--- config.mk ---
export PLATFORM = sky130hd
export DESIGN_NAME = joypad_port_flat
export DESIGN_NICKNAME = d
export VERILOG_FILES = /design/src/rtl/joypad_port_if.sv /design/src/rtl/joypad_port.sv /design/src/flat_wrapper.sv
export SDC_FILE = /design/constraint.sdc
export NUM_CORES = 1
export LEC_CHECK = 0
export CAP_MARGIN = 20
export CORE_MARGIN = 2
export CORE_UTILIZATION = 23
export DETAILED_ROUTE_END_ITERATION = 10
export PLACE_DENSITY_LB_ADDON = 0.12
export SYNTH_ARGS = -nofsm -noshare
export SYNTH_HDL_FRONTEND = slang
export SYNTH_SLANG_ARGS = --single-unit
--- constraint.sdc ---
create_clock -name I_clock -period 6.5 [get_ports I_clock]
set_input_delay 1.3 -clock I_clock [delete_from_list [all_inputs] [get_ports I_clock]]
set_output_delay 1.3 -clock I_clock [all_outputs]
set_load 0.005 [all_outputs]
--- src/rtl/joypad_port_if.sv ---
// Host-side CPU bus bundle for the $4016/$4017 controller-port responder.
interface joypad_port_if;
  logic       I_host_select;
  logic       I_host_addr;
  logic       I_host_wren;
  logic       I_host_rden;
  logic [7:0] I_host_data;
  logic [7:0] O_host_data;

  modport master (
    output I_host_select, I_host_addr, I_host_wren, I_host_rden, I_host_data,
    input  O_host_data
  );

  modport slave (
    input  I_host_select, I_host_addr, I_host_wren, I_host_rden, I_host_data,
    output O_host_data
  );
endinterface

--- src/rtl/joypad_port.sv ---
// Two-pad NES controller port: background serial pad scanner plus the
// console-style strobe/shift-on-read host interface at $4016/$4017.
module joypad_port #(
  parameter int unsigned P_clock_div = 6,
  parameter int unsigned P_scan_gap  = 16384
) (
  input  logic         I_clock,
  input  logic         I_reset,
  joypad_port_if.slave host,
  output logic         O_pad_latch,
  output logic         O_pad_clock,
  input  logic [1:0]   I_pad_data
);
  localparam int unsigned CNT_MAX = (P_scan_gap > 2 * P_clock_div) ? P_scan_gap : 2 * P_clock_div;
  localparam int unsigned CW      = $clog2(CNT_MAX + 1);
  localparam logic [CW-1:0] GAP_LAST   = CW'(P_scan_gap - 1);
  localparam logic [CW-1:0] LATCH_LAST = CW'(2 * P_clock_div - 1);
  localparam logic [CW-1:0] HALF_LAST  = CW'(P_clock_div - 1);

  typedef enum logic [2:0] {S_IDLE, S_LATCH, S_LOW, S_HIGH, S_COMMIT} state_t;

  state_t          state_q;
  logic [CW-1:0]   cnt_q;
  logic [2:0]      bit_q;
  logic            latch_q, pclk_q;
  logic [1:0][7:0] asm_q, snap_q;

  logic [1:0][7:0] shift_q, shift_d;
  logic            strobe_q, strobe_d;
  logic            rd_q, rd_addr_q;
  logic            rd_now, rd_fall;

  assign O_pad_latch = latch_q;
  assign O_pad_clock = pclk_q;

  always_ff @(posedge I_clock or posedge I_reset) begin
    if (I_reset) begin
      state_q <= S_IDLE;
      cnt_q   <= '0;
      bit_q   <= '0;
      latch_q <= 1'b0;
      pclk_q  <= 1'b0;
      asm_q   <= '0;
      snap_q  <= '0;
    end else begin
      case (state_q)
        S_IDLE: begin
          if (cnt_q == GAP_LAST) begin
            cnt_q   <= '0;
            latch_q <= 1'b1;
            state_q <= S_LATCH;
          end else begin
            cnt_q <= cnt_q + 1'b1;
          end
        end
        S_LATCH: begin
          if (cnt_q == LATCH_LAST) begin
            cnt_q   <= '0;
            latch_q <= 1'b0;
            bit_q   <= '0;
            state_q <= S_LOW;
          end else begin
            cnt_q <= cnt_q + 1'b1;
          end
        end
        S_LOW: begin
          if (cnt_q == HALF_LAST) begin
            cnt_q           <= '0;
            // Pads are active-low; store 1 = pressed.
            asm_q[0][bit_q] <= ~I_pad_data[0];
            asm_q[1][bit_q] <= ~I_pad_data[1];
            if (bit_q == 3'd7) begin
              state_q <= S_COMMIT;
            end else begin
              pclk_q  <= 1'b1;
              state_q <= S_HIGH;
            end
          end else begin
            cnt_q <= cnt_q + 1'b1;
          end
        end
        S_HIGH: begin
          if (cnt_q == HALF_LAST) begin
            cnt_q   <= '0;
            pclk_q  <= 1'b0;
            bit_q   <= bit_q + 3'd1;
            state_q <= S_LOW;
          end else begin
            cnt_q <= cnt_q + 1'b1;
          end
        end
        S_COMMIT: begin
          snap_q  <= asm_q;
          state_q <= S_IDLE;
        end
        default: state_q <= S_IDLE;
      endcase
    end
  end

  assign rd_now  = host.I_host_select & host.I_host_rden;
  assign rd_fall = rd_q & ~rd_now;

  // Reload while strobed has priority over the end-of-read shift; a strobe
  // write only takes effect from the following cycle.
  always_comb begin
    strobe_d = strobe_q;
    if (host.I_host_select && host.I_host_wren && !host.I_host_addr)
      strobe_d = host.I_host_data[0];
    shift_d = shift_q;
    if (strobe_q)
      shift_d = snap_q;
    else if (rd_fall)
      shift_d[rd_addr_q] = {1'b1, shift_q[rd_addr_q][7:1]};
  end

  always_ff @(posedge I_clock or posedge I_reset) begin
    if (I_reset) begin
      strobe_q  <= 1'b0;
      shift_q   <= '0;
      rd_q      <= 1'b0;
      rd_addr_q <= 1'b0;
    end else begin
      strobe_q  <= strobe_d;
      shift_q   <= shift_d;
      rd_q      <= rd_now;
      rd_addr_q <= host.I_host_addr;
    end
  end

  assign host.O_host_data = {7'b0100000, shift_q[host.I_host_addr][0]};
endmodule

--- src/flat_wrapper.sv ---
// flat-port wrapper written by rule: the top's interface ports become plain ports
module joypad_port_flat 
#(
  parameter int unsigned P_clock_div = 6,
  parameter int unsigned P_scan_gap  = 16384
)
  (I_clock, I_reset, O_pad_latch, O_pad_clock, I_pad_data, host_I_host_select, host_I_host_addr, host_I_host_wren, host_I_host_rden, host_I_host_data, host_O_host_data);
  joypad_port_if host_i ();
  input  logic I_clock;
  input  logic I_reset;
  output logic O_pad_latch;
  output logic O_pad_clock;
  input  logic [1:0] I_pad_data;
  input wire logic [$bits(host_i.I_host_select)-1:0] host_I_host_select;
  input wire logic [$bits(host_i.I_host_addr)-1:0] host_I_host_addr;
  input wire logic [$bits(host_i.I_host_wren)-1:0] host_I_host_wren;
  input wire logic [$bits(host_i.I_host_rden)-1:0] host_I_host_rden;
  input wire logic [$bits(host_i.I_host_data)-1:0] host_I_host_data;
  output wire logic [$bits(host_i.O_host_data)-1:0] host_O_host_data;
  assign host_i.I_host_select = host_I_host_select;
  assign host_i.I_host_addr = host_I_host_addr;
  assign host_i.I_host_wren = host_I_host_wren;
  assign host_i.I_host_rden = host_I_host_rden;
  assign host_i.I_host_data = host_I_host_data;
  assign host_O_host_data = host_i.O_host_data;
  joypad_port #(.P_clock_div(P_clock_div), .P_scan_gap(P_scan_gap)) u_core (.I_clock(I_clock), .I_reset(I_reset), .host(host_i), .O_pad_latch(O_pad_latch), .O_pad_clock(O_pad_clock), .I_pad_data(I_pad_data));
endmodule
==> results.sh <==
export IMPL_yosys_cell_count_top_type="dfrtp_1"
export IMPL_hold_buffers=0
export IMPL_postRouteWirelength_um=7240
export IMPL_clock_skew_ns=0.00983
export IMPL_first_iter_violations=162
export IMPL_wl_met1_um=3620
export IMPL_synthCells=339
export IMPL_start_util=0.235
export IMPL_gr_usage_all_layers=0.0999
export IMPL_finalHoldViolations=0
export IMPL_crit_fanout=3
export IMPL_die_y_um=126
export IMPL_grt_overflow=0
export IMPL_cts_tree="done"
export IMPL_synth_edff_count=0
export IMPL_vias_per_cell=4.29
export IMPL_async_reset_ff_frac=1.00
export IMPL_vias=2311
export IMPL_ys_ff_latch=74
export IMPL_p_total_uw=1080
export IMPL_avgSynthCellArea_um2=10.1
export IMPL_synth_area_leaders="dfrtp_1, mux2_2, nand2_1, o21ai_0, nor2_1"
export IMPL_cap_violations=0
export IMPL_ys_flop_type="dfrtp_1"
export IMPL_setup_ws_ns=2.59
export IMPL_insertion_delay_ns=0.33
export IMPL_fillers=1564
export IMPL_antenna_cells=0
export IMPL_netlist_area_um2=3410
export IMPL_synth_top_area_frac=0.543
export IMPL_syn_to_final_growth_pct=18.2
export IMPL_cts_root_buffer="clkbuf_16"
export IMPL_final_max_slew_viol_count=0
export IMPL_holdCritPathClass="reg -> reg"
export IMPL_slew_headroom=0.358
export IMPL_layout_drive_gt1_share=0.127
export IMPL_path_clk_slew_ns=0.05
export IMPL_synth_simple_area_share=0.194
export IMPL_cp_num_buf_inv=2
export IMPL_pre_cts_ws_ns=2.61
export IMPL_numPortBuffers=11
export IMPL_ys_seq_area_frac=0.543
export IMPL_boundaryPins=26
export IMPL_firstDrtPassIters=4
export IMPL_tightest_slew_ns=0.962
export IMPL_grt_pass1_vias=2378
export IMPL_met2RoutedLength_um=3330
export IMPL_yosysWarnings=0
export IMPL_yosys_area_share_xor_xnor=0.0334
export IMPL_critical_path_class="in -> out"
export IMPL_outcome="complete, no violations"
export IMPL_dp_final_hpwl_um=4820
export IMPL_die_area_um2=15800
export IMPL_htree_levels=3
export IMPL_cp_slowest_stage_delay_ns=0.52
export IMPL_fin_tns_setup_ns=0
export IMPL_end_kind="primary output"
export IMPL_antenna_found_initial=0
export IMPL_synth_fa_ha_area_frac=0.0183
export IMPL_cp_start_kind="input port"
export IMPL_cts_resized=0
export IMPL_core_area_um2=14500
export IMPL_synth_largest_area_cell="dfrtp_1"
export IMPL_numCtsBuffers=9
export IMPL_fmax_mhz=256
export IMPL_setup_viol=0
export IMPL_ys_types=42
export IMPL_drc=0
export IMPL_critPathTopFamily="buffers and inverters"
export IMPL_cts_sinks=74
export IMPL_clock_path_buffers=2
export IMPL_die_x_um=126
export IMPL_grt_max_degree=56
export IMPL_fin_nets=371
export IMPL_synth_mux_area_frac=0.0657
export IMPL_cp_slowest_cell="clkdlybuf4s50_1"
export IMPL_worst_endpoint_required_ns=5.20
export IMPL_postRouteAntennaNets=0
export IMPL_final_min_clock_period_ns=3.91
export IMPL_rsz0062_at_grt="false"
export IMPL_wl_per_cell_um=13.4
export IMPL_synth_compound_area_frac=0.105
export IMPL_wl_met3_um=169
export IMPL_critical_path_arrival_ns=2.61
export IMPL_cp_common_cell="clkdlybuf4s50_1"
export IMPL_post_cts_setup_buffers=0
export IMPL_synth_top_family_by_area="simple AND/OR/NAND/NOR gates"
export IMPL_p_leak_uw=0.00175
export IMPL_grt_pass1_wl_um=12600
export IMPL_gp_congestion=0.708
export IMPL_p_per_area_nw_per_um2=267
export IMPL_routed_top_layer="met4"
export IMPL_vdd_drop_max_uv=106
export IMPL_crit_path_cell_trace="clkdlybuf4s50_1, mux2_2, clkdlybuf4s50_1"
export IMPL_post_route_period_util=0.601
export IMPL_rows=44
export IMPL_synth_commonest_cells="dfrtp_1, nand2_1, o21ai_0, nor2_1, mux2_2"
==> report_power, final <==
part           switching (µW)  leakage, µW  internal [µW]
clock                     198     0.000155            347
combinational            29.0     0.000664           16.2
sequential               15.1     0.000926            470
total                     242      0.00175            833
==> worst register-to-register path: stages (launching register included) <==
cell and delay, ns:
dfrtp_1 0.47, or4_1 0.60, nor4_2 0.43, mux2i_1 0.15, nor3_2 0.47, nor3_1 0.12
==> logic make-up (layout without fill, tap and decap cells) <==
family	after synthesis	after routing
AOI/OAI and AO/OA	64	64
and+or+nand+nor	134	134
adders and majority gates	5	5
DFF	74	74
muxes	20	20
buffers and inverters	27	38
xor gates and xnor gates	13	13
other	2	7
==> area by class of cell <==
type                    instances  area [µm²]  share of cell area
flip-flops and latches         74        1850               0.459
multi-input cells             243        1460               0.362
clock buffers                  10         239              0.0593
well taps                     184         230              0.0571
repair buffers                 14         133              0.0329
clock inverters                 6        88.8              0.0220
inverters                       8        30.0             0.00745
==> metal layers <==
layer / global-route usage / vias to the layer above
met2: 0.154 / 20
met1: 0.135 / 1096
met5: 0 / -
li1: - / 1185
met4: 0.0394 / 0
met3: 0.0242 / 10
==> layout by cell type, fill, tap and decap left out, types with 2 or more instances in the layout <==
cell	Yosys	final
o22ai_1	2	2
nor2_1	27	27
buf_4	7	3
or3_1	2	2
xnor2_1	8	8
nand3b_1	4	4
ha_1	5	5
nor3_1	12	11
inv_1	8	7
clkbuf_16	0	9
nand2b_1	4	4
nor4_1	3	3
nand4_1	4	4
clkdlybuf4s50_1	0	11
mux2_2	18	18
a31oi_1	2	2
or4_4	2	2
clkinvlp_4	0	2
dfrtp_1	74	74
nor2b_1	4	4
bufinv_16	0	2
conb_1	2	7
nor3b_1	3	3
xor2_1	5	5
a22oi_1	4	4
nand2_1	49	49
nand3_1	14	14
a21oi_1	14	14
o21ai_0	36	36
==> worst paths after layout <==
path / from / to / slack [ns] / cells past startpoint
max: host_I_host_addr / host_O_host_data[0] / 2.59 / 3
max in group asynchronous: I_reset / u_core.cnt_q[8]$_DFFE_PP0P_ / 4.11 / 3
min: u_core.asm_q[11]$_DFFE_PP0P_ / u_core.asm_q[11]$_DFFE_PP0P_ / 0.47 / 2
min in group asynchronous: I_reset / u_core.asm_q[13]$_DFFE_PP0P_ / 1.28 / 2
min reg2reg: u_core.asm_q[11]$_DFFE_PP0P_ / u_core.asm_q[11]$_DFFE_PP0P_ / 0.47 / 2
max reg2reg: u_core.cnt_q[6]$_DFFE_PP0P_ / u_core.cnt_q[3]$_DFFE_PP0P_ / 4.12 / 5
==> registers in the layout (all words and copies together) (netlist names) <==
name / flops
u_core.O_pad_latch: 1
u_core.O_pad_clock: 1
u_core.snap_q: 16
u_core.strobe_q: 1
u_core.rd_q: 1
u_core.rd_addr_q: 1
u_core.asm_q: 16
u_core.bit_q: 3
u_core.state_q: 3
u_core.shift_q: 16
u_core.cnt_q: 15
==> per-stage QoR <==
stage / hold WS, ns / utilization / instance area (µm²) / std cells
floorplan: 0.442 / - / 3430 / 344
global placement: 0.459 / 0.254 / 3690 / 521
detailed placement: 0.467 / 0.254 / 3700 / 522
CTS: 0.480 / 0.277 / 4020 / 538
global route: 0.492 / 0.277 / 4030 / 539
finish: 0.472 / 0.277 / 4030 / 539
(Power assumes the default switching activity.)
